**src/rtl/ex_mem_branch_stage_if.sv**
```systemverilog
// EX -> MEM pipeline bundle: EX-stage inputs, hazard controls and MEM-stage outputs.
// BRANCH_STATS_EN adds the BranchCount/TakenCount outputs.
interface ex_mem_branch_stage_if #(parameter int DATA_W = 32);
    logic              Stall, Flush, ValidEx;
    logic [DATA_W-1:0] outAddEx, AluResult, WriteDataEx;
    logic              Zero;
    logic [4:0]        RegDstEx;
    logic              BranchEx, BneEx, MemReadEx, MemWriteEx, RegWriteEx, MemToRegEx;

    logic              ValidMem;
    logic [DATA_W-1:0] BranchTargetMem, AluResultMem, WriteDataMem;
    logic [4:0]        RegDstMem;
    logic              MemReadMem, MemWriteMem, RegWriteMem, MemToRegMem;
    logic              PcSrc, SquashActive;
`ifdef BRANCH_STATS_EN
    logic [15:0]       BranchCount, TakenCount;
`endif

    modport master (
        output Stall, Flush, ValidEx, outAddEx, AluResult, WriteDataEx, Zero, RegDstEx,
               BranchEx, BneEx, MemReadEx, MemWriteEx, RegWriteEx, MemToRegEx,
        input  ValidMem, BranchTargetMem, AluResultMem, WriteDataMem, RegDstMem,
               MemReadMem, MemWriteMem, RegWriteMem, MemToRegMem, PcSrc, SquashActive
`ifdef BRANCH_STATS_EN
      , input  BranchCount, TakenCount
`endif
    );

    modport slave (
        input  Stall, Flush, ValidEx, outAddEx, AluResult, WriteDataEx, Zero, RegDstEx,
               BranchEx, BneEx, MemReadEx, MemWriteEx, RegWriteEx, MemToRegEx,
        output ValidMem, BranchTargetMem, AluResultMem, WriteDataMem, RegDstMem,
               MemReadMem, MemWriteMem, RegWriteMem, MemToRegMem, PcSrc, SquashActive
`ifdef BRANCH_STATS_EN
      , output BranchCount, TakenCount
`endif
    );
endinterface

```
**src/rtl/ex_mem_branch_stage.sv**
```systemverilog
// EX/MEM pipeline register with MEM-stage beq/bne resolution and wrong-path squash.
// Optional macro BRANCH_STATS_EN adds 16-bit branch / taken-branch counters.
module ex_mem_branch_stage #(
    parameter int SQUASH_DEPTH = 3,
    parameter int DATA_W       = 32
) (
    input  logic                  clk,
    input  logic                  reset,
    ex_mem_branch_stage_if.slave  bus
);
    typedef struct packed {
        logic              valid;
        logic [DATA_W-1:0] tgt;
        logic [DATA_W-1:0] alu;
        logic [DATA_W-1:0] wd;
        logic [4:0]        rd;
        logic              br, bne, zero, mr, mw, rw, m2r;
    } mem_t;

    localparam logic [2:0] SQ_RELOAD = 3'(SQUASH_DEPTH - 1);

    mem_t       mem_q, ex_d;
    logic [2:0] sq_cnt;
    logic       pc_src;

    always_comb begin
        ex_d       = '0;
        ex_d.valid = bus.ValidEx;
        ex_d.tgt   = bus.outAddEx;
        ex_d.alu   = bus.AluResult;
        ex_d.wd    = bus.WriteDataEx;
        ex_d.rd    = bus.RegDstEx;
        ex_d.br    = bus.BranchEx;
        ex_d.bne   = bus.BneEx;
        ex_d.zero  = bus.Zero;
        ex_d.mr    = bus.MemReadEx;
        ex_d.mw    = bus.MemWriteEx;
        ex_d.rw    = bus.RegWriteEx;
        ex_d.m2r   = bus.MemToRegEx;
    end

    // beq and bne both set: taken if either condition holds
    assign pc_src = mem_q.valid & ((mem_q.br & mem_q.zero) | (mem_q.bne & ~mem_q.zero));

    always_ff @(posedge clk) begin
        if (reset) begin
            mem_q  <= '0;
            sq_cnt <= '0;
        end else if (bus.Flush) begin
            mem_q  <= '0;
        end else if (!bus.Stall) begin
            if (pc_src || sq_cnt != 3'd0) begin
                mem_q  <= '0;
                sq_cnt <= pc_src ? SQ_RELOAD : sq_cnt - 3'd1;
            end else begin
                mem_q  <= ex_d;
            end
        end
    end

    assign bus.ValidMem        = mem_q.valid;
    assign bus.BranchTargetMem = mem_q.tgt;
    assign bus.AluResultMem    = mem_q.alu;
    assign bus.WriteDataMem    = mem_q.wd;
    assign bus.RegDstMem       = mem_q.rd;
    assign bus.MemReadMem      = mem_q.mr  & mem_q.valid;
    assign bus.MemWriteMem     = mem_q.mw  & mem_q.valid;
    assign bus.RegWriteMem     = mem_q.rw  & mem_q.valid;
    assign bus.MemToRegMem     = mem_q.m2r & mem_q.valid;
    assign bus.PcSrc           = pc_src;
    assign bus.SquashActive    = pc_src | (sq_cnt != 3'd0);

`ifdef BRANCH_STATS_EN
    logic [15:0] br_cnt, tk_cnt;

    always_ff @(posedge clk) begin
        if (reset) begin
            br_cnt <= '0;
            tk_cnt <= '0;
        end else if (!bus.Stall) begin
            if (mem_q.valid && (mem_q.br || mem_q.bne)) br_cnt <= br_cnt + 16'd1;
            if (pc_src)                                 tk_cnt <= tk_cnt + 16'd1;
        end
    end

    assign bus.BranchCount = br_cnt;
    assign bus.TakenCount  = tk_cnt;
`endif
endmodule

```
**src/flat_wrapper.sv**
```systemverilog
// flat-port wrapper written by rule: the top's interface ports become plain ports
module ex_mem_branch_stage_flat 
#(
    parameter int SQUASH_DEPTH = 3,
    parameter int DATA_W       = 32
)
  (clk, reset, bus_Stall, bus_Flush, bus_ValidEx, bus_outAddEx, bus_AluResult, bus_WriteDataEx, bus_Zero, bus_RegDstEx, bus_BranchEx, bus_BneEx, bus_MemReadEx, bus_MemWriteEx, bus_RegWriteEx, bus_MemToRegEx, bus_ValidMem, bus_BranchTargetMem, bus_AluResultMem, bus_WriteDataMem, bus_RegDstMem, bus_MemReadMem, bus_MemWriteMem, bus_RegWriteMem, bus_MemToRegMem, bus_PcSrc, bus_SquashActive);
  ex_mem_branch_stage_if #(.DATA_W(DATA_W)) bus_i ();
  input  logic clk;
  input  logic reset;
  input wire logic [$bits(bus_i.Stall)-1:0] bus_Stall;
  input wire logic [$bits(bus_i.Flush)-1:0] bus_Flush;
  input wire logic [$bits(bus_i.ValidEx)-1:0] bus_ValidEx;
  input wire logic [$bits(bus_i.outAddEx)-1:0] bus_outAddEx;
  input wire logic [$bits(bus_i.AluResult)-1:0] bus_AluResult;
  input wire logic [$bits(bus_i.WriteDataEx)-1:0] bus_WriteDataEx;
  input wire logic [$bits(bus_i.Zero)-1:0] bus_Zero;
  input wire logic [$bits(bus_i.RegDstEx)-1:0] bus_RegDstEx;
  input wire logic [$bits(bus_i.BranchEx)-1:0] bus_BranchEx;
  input wire logic [$bits(bus_i.BneEx)-1:0] bus_BneEx;
  input wire logic [$bits(bus_i.MemReadEx)-1:0] bus_MemReadEx;
  input wire logic [$bits(bus_i.MemWriteEx)-1:0] bus_MemWriteEx;
  input wire logic [$bits(bus_i.RegWriteEx)-1:0] bus_RegWriteEx;
  input wire logic [$bits(bus_i.MemToRegEx)-1:0] bus_MemToRegEx;
  output wire logic [$bits(bus_i.ValidMem)-1:0] bus_ValidMem;
  output wire logic [$bits(bus_i.BranchTargetMem)-1:0] bus_BranchTargetMem;
  output wire logic [$bits(bus_i.AluResultMem)-1:0] bus_AluResultMem;
  output wire logic [$bits(bus_i.WriteDataMem)-1:0] bus_WriteDataMem;
  output wire logic [$bits(bus_i.RegDstMem)-1:0] bus_RegDstMem;
  output wire logic [$bits(bus_i.MemReadMem)-1:0] bus_MemReadMem;
  output wire logic [$bits(bus_i.MemWriteMem)-1:0] bus_MemWriteMem;
  output wire logic [$bits(bus_i.RegWriteMem)-1:0] bus_RegWriteMem;
  output wire logic [$bits(bus_i.MemToRegMem)-1:0] bus_MemToRegMem;
  output wire logic [$bits(bus_i.PcSrc)-1:0] bus_PcSrc;
  output wire logic [$bits(bus_i.SquashActive)-1:0] bus_SquashActive;
  assign bus_i.Stall = bus_Stall;
  assign bus_i.Flush = bus_Flush;
  assign bus_i.ValidEx = bus_ValidEx;
  assign bus_i.outAddEx = bus_outAddEx;
  assign bus_i.AluResult = bus_AluResult;
  assign bus_i.WriteDataEx = bus_WriteDataEx;
  assign bus_i.Zero = bus_Zero;
  assign bus_i.RegDstEx = bus_RegDstEx;
  assign bus_i.BranchEx = bus_BranchEx;
  assign bus_i.BneEx = bus_BneEx;
  assign bus_i.MemReadEx = bus_MemReadEx;
  assign bus_i.MemWriteEx = bus_MemWriteEx;
  assign bus_i.RegWriteEx = bus_RegWriteEx;
  assign bus_i.MemToRegEx = bus_MemToRegEx;
  assign bus_ValidMem = bus_i.ValidMem;
  assign bus_BranchTargetMem = bus_i.BranchTargetMem;
  assign bus_AluResultMem = bus_i.AluResultMem;
  assign bus_WriteDataMem = bus_i.WriteDataMem;
  assign bus_RegDstMem = bus_i.RegDstMem;
  assign bus_MemReadMem = bus_i.MemReadMem;
  assign bus_MemWriteMem = bus_i.MemWriteMem;
  assign bus_RegWriteMem = bus_i.RegWriteMem;
  assign bus_MemToRegMem = bus_i.MemToRegMem;
  assign bus_PcSrc = bus_i.PcSrc;
  assign bus_SquashActive = bus_i.SquashActive;
  ex_mem_branch_stage #(.SQUASH_DEPTH(SQUASH_DEPTH), .DATA_W(DATA_W)) u_core (.clk(clk), .reset(reset), .bus(bus_i));
endmodule
```
**config.mk**
```make
export PLATFORM = sky130hd
export DESIGN_NAME = ex_mem_branch_stage_flat
export DESIGN_NICKNAME = d
export VERILOG_FILES = /design/src/rtl/ex_mem_branch_stage_if.sv /design/src/rtl/ex_mem_branch_stage.sv /design/src/flat_wrapper.sv
export SDC_FILE = /design/constraint.sdc
export NUM_CORES = 1
export LEC_CHECK = 0
export ABC_AREA = 0
export BUFFER_PORTS_ARGS = -buffer_cell sky130_fd_sc_hd__buf_2
export CORE_MARGIN = 8
export CORE_UTILIZATION = 30
export CTS_CLUSTER_SIZE = 14
export DETAILED_ROUTE_END_ITERATION = 8
export HOLD_SLACK_MARGIN = 0.02
export SLEW_MARGIN = 5
export SYNTH_ARGS = -nofsm -noshare
export SYNTH_HDL_FRONTEND = slang
export SYNTH_SLANG_ARGS = --single-unit
```
**constraint.sdc**
```tcl
create_clock -name clk -period 1.4 [get_ports clk]
set_input_delay 0.14 -clock clk [delete_from_list [all_inputs] [get_ports clk]]
set_output_delay 0.14 -clock clk [all_outputs]
set_load 0.03 [all_outputs]
```
==> flow_metrics.env <==
export IMPL_critPathLaunchType="flip-flop"
export IMPL_skew_ns=0.00485
export IMPL_avgSynthCellArea_um2=11.5
export IMPL_power_switching_mw=1.75
export IMPL_cp_data_required_time_ns=1.69
export IMPL_crit_fanout=27
export IMPL_die_area_um2=18400
export IMPL_synthTopCellsByArea="dfxtp_1, a22o_1, buf_4"
export IMPL_worstPathCellList="mux2_4 > buf_6 > a211oi_4 > buf_6 > clkbuf_16 > a22o_1"
export IMPL_grtUsageTotal_pct=14.3
export IMPL_wl_per_cell_um=17.1
export IMPL_grt_max_degree=56
export IMPL_coreArea_um2=13900
export IMPL_synth_warnings=0
export IMPL_drv_cap=0
export IMPL_cpMostUsedCell="buf_6"
export IMPL_cts_tree="yes"
export IMPL_cts_buffer_depth=2
export IMPL_area_delta_synth_final_pct=56.0
export IMPL_syn_inst=373
export IMPL_synth_top_cell_by_area="dfxtp_1"
export IMPL_io_buffers=220
export IMPL_overflow=0
export IMPL_root_buffer="clkbuf_16"
export IMPL_power_mw=7.08
export IMPL_cts_sinks=112
export IMPL_syn_nets=488
export IMPL_rows=43
export IMPL_clkPwrFrac_pct=36.0
export IMPL_p_per_area_nw_per_um2=1060
export IMPL_start_util_pct=30.7
export IMPL_tns_ns=-29.75
export IMPL_cts_made_buffers=9
export IMPL_hold_viol=0
export IMPL_critPathMaxStageDelay_ns=0.34
export IMPL_synth_area_um2=4280
export IMPL_crit_type="flip-flop to flip-flop"
export IMPL_viasPerCell=4.55
export IMPL_ys_seq_area_share_pct=52.4
export IMPL_fin_area_um2=6680
export IMPL_timing_final_crit_share_pct=122
export IMPL_wl_mm=13.8
export IMPL_maxSlewHeadroom_pct=81.0
export IMPL_p_int_mw=5.33
export IMPL_finalMaxSlewViolations=0
export IMPL_min_path_type="input pin to flip-flop"
export IMPL_p_leak_nw=3.21
export IMPL_worstPathArrival_ns=1.99
export IMPL_endpoint_kind="flip-flop"
export IMPL_synthFlopType="dfxtp_1"
export IMPL_clk_latency_ns=0.34
export IMPL_ys_ff_latch=112
export IMPL_drtPass1Iterations=4
export IMPL_die_w_um=135
export IMPL_p_comb_share_pct=16.1
export IMPL_rsz0062_at_grt="true"
export IMPL_violations="setup timing"
export IMPL_cp_slowest_cell="dfxtp_2"
export IMPL_nets=735
export IMPL_antenna_left=0
export IMPL_antenna_found_initial=1
export IMPL_whs_ns=0.0387
export IMPL_tightestPinTransition_ns=0.283
export IMPL_grt_pass1_vias=3909
export IMPL_dp_slack_ns=-0.207
export IMPL_switching_share_pct=24.7
export IMPL_fmax_ghz=0.587
export IMPL_ir_worst_vdd_mv=0.555
export IMPL_setup_viol_count_final=111
export IMPL_final_common_cell="buf_2"
export IMPL_num_vias=3670
export IMPL_yosysUniqueCellTypes=21
export IMPL_clk_pin_slew_ns=0.07
export IMPL_dp_cells=668
export IMPL_die_height_um=135
export IMPL_status="finished, violations left"
export IMPL_ios=221
export IMPL_drive_gt1_share_pct=45.7
export IMPL_placed_cell_area_um2=4950
export IMPL_layout_setup_ws_ns=-0.303
export IMPL_post_route_util_pct=47.9
export IMPL_final_cell_mix="buf_2, a22o_1, dfxtp_1"
export IMPL_route_detailed_drc=0
export IMPL_synth_edf_count=0
export IMPL_grt_first_pass_wirelength_mm=20.6
export IMPL_min_period_ns=1.70
export IMPL_routabilityCongestion=0.725
export IMPL_synth_top_area_share_pct=52.4
export IMPL_drt_iter0_drc=154
export IMPL_async_reset_ff_share_pct=0
export IMPL_hpwl_mm=8.11
export IMPL_htreeDepth=3
export IMPL_fin_cells=806
export IMPL_pwr_share_seq_pct=47.8
[critical path: cells and delay by family, from the launching register on]
kind,cells,cell delay [ns]
buffers and inverters,3,0.51
muxes,1,0.31
DFF,1,0.34
AOI/OAI and AO/OA,2,0.47
[final timing paths]
| kind | cells past startpoint | slack, ns | from | to |
|---|---|---|---|---|
| worst max-delay path | 6 | -0.30 | u_core.mem_q[4]$_SDFFE_PP0N_ | u_core.bus.WriteDataMem[20]$_SDFFE_PP0N_ |
| worst min-delay path | 2 | 0.04 | bus_outAddEx[30] | u_core.bus.BranchTargetMem[30]$_SDFFE_PP0N_ |
| worst max register to register | 6 | -0.30 | u_core.mem_q[4]$_SDFFE_PP0N_ | u_core.bus.WriteDataMem[20]$_SDFFE_PP0N_ |
| worst min register to register | 1 | 0.47 | u_core.bus.AluResultMem[10]$_SDFFE_PP0N_ | u_core.bus.AluResultMem[10]$_SDFFE_PP0N_ |
[final cells by class]
type,count,area [µm²]
clock buffer,12,246
timing repair buffer,361,2690
sequential,112,2250
multi-input combinational,131,1200
tap,180,225
clock inverter,3,42.5
inverter,5,18.8
fill,1185,7250
antenna,2,5.00
[flip-flops by register name (all words and copies together) (netlist names)]
name / cells
u_core.mem_q: 7
u_core.bus.WriteDataMem: 32
u_core.sq_cnt: 3
u_core.bus.ValidMem: 1
u_core.bus.BranchTargetMem: 32
u_core.bus.AluResultMem: 32
u_core.bus.RegDstMem: 5
[cells in the mapped netlist, drive strengths merged, types with 2 or more instances]
cell type	count
nor2	4
ha	2
a22o	110
clkbuf	10
buf	115
and2	5
dfxtp	112
inv	5
[cell families after synthesis]
group | after synthesis | synth area share (%)
muxes | 1 | 0.263
DFF | 112 | 52.4
AOI/OAI and AO/OA | 115 | 23.6
and+or+nand+nor | 13 | 1.67
adders and majority gates | 2 | 0.584
buffers and inverters | 130 | 21.6
[power groups by stage]
stage               clock (mW)  combinational [mW]  sequential, mW
global route              2.77                1.21            3.40
CTS                       2.64                1.09            3.38
floorplan                    0               0.615            3.44
global placement             0               0.782            3.45
finish                    2.55                1.14            3.38
detailed placement           0               0.795            3.45
[metal layers]
layer	up-vias	routed length [µm]	GRT usage, %
met3	22	1240	5.49
met4	0	295	5.80
met1	1738	5390	15.3
met2	166	6890	24.7
met5	-	0	0
li1	1744	-	-
[what timing repair did]
action	4_1_cts	5_1_grt
gates cloned	4	4
setup buffers	6	2
pin swaps	1	55
hold endpoints to repair	106	0
hold buffers	106	0
endpoints found under the setup margin	113	114
gates resized for setup	18	13
No activity file was read; power rests on OpenSTA's default activity.
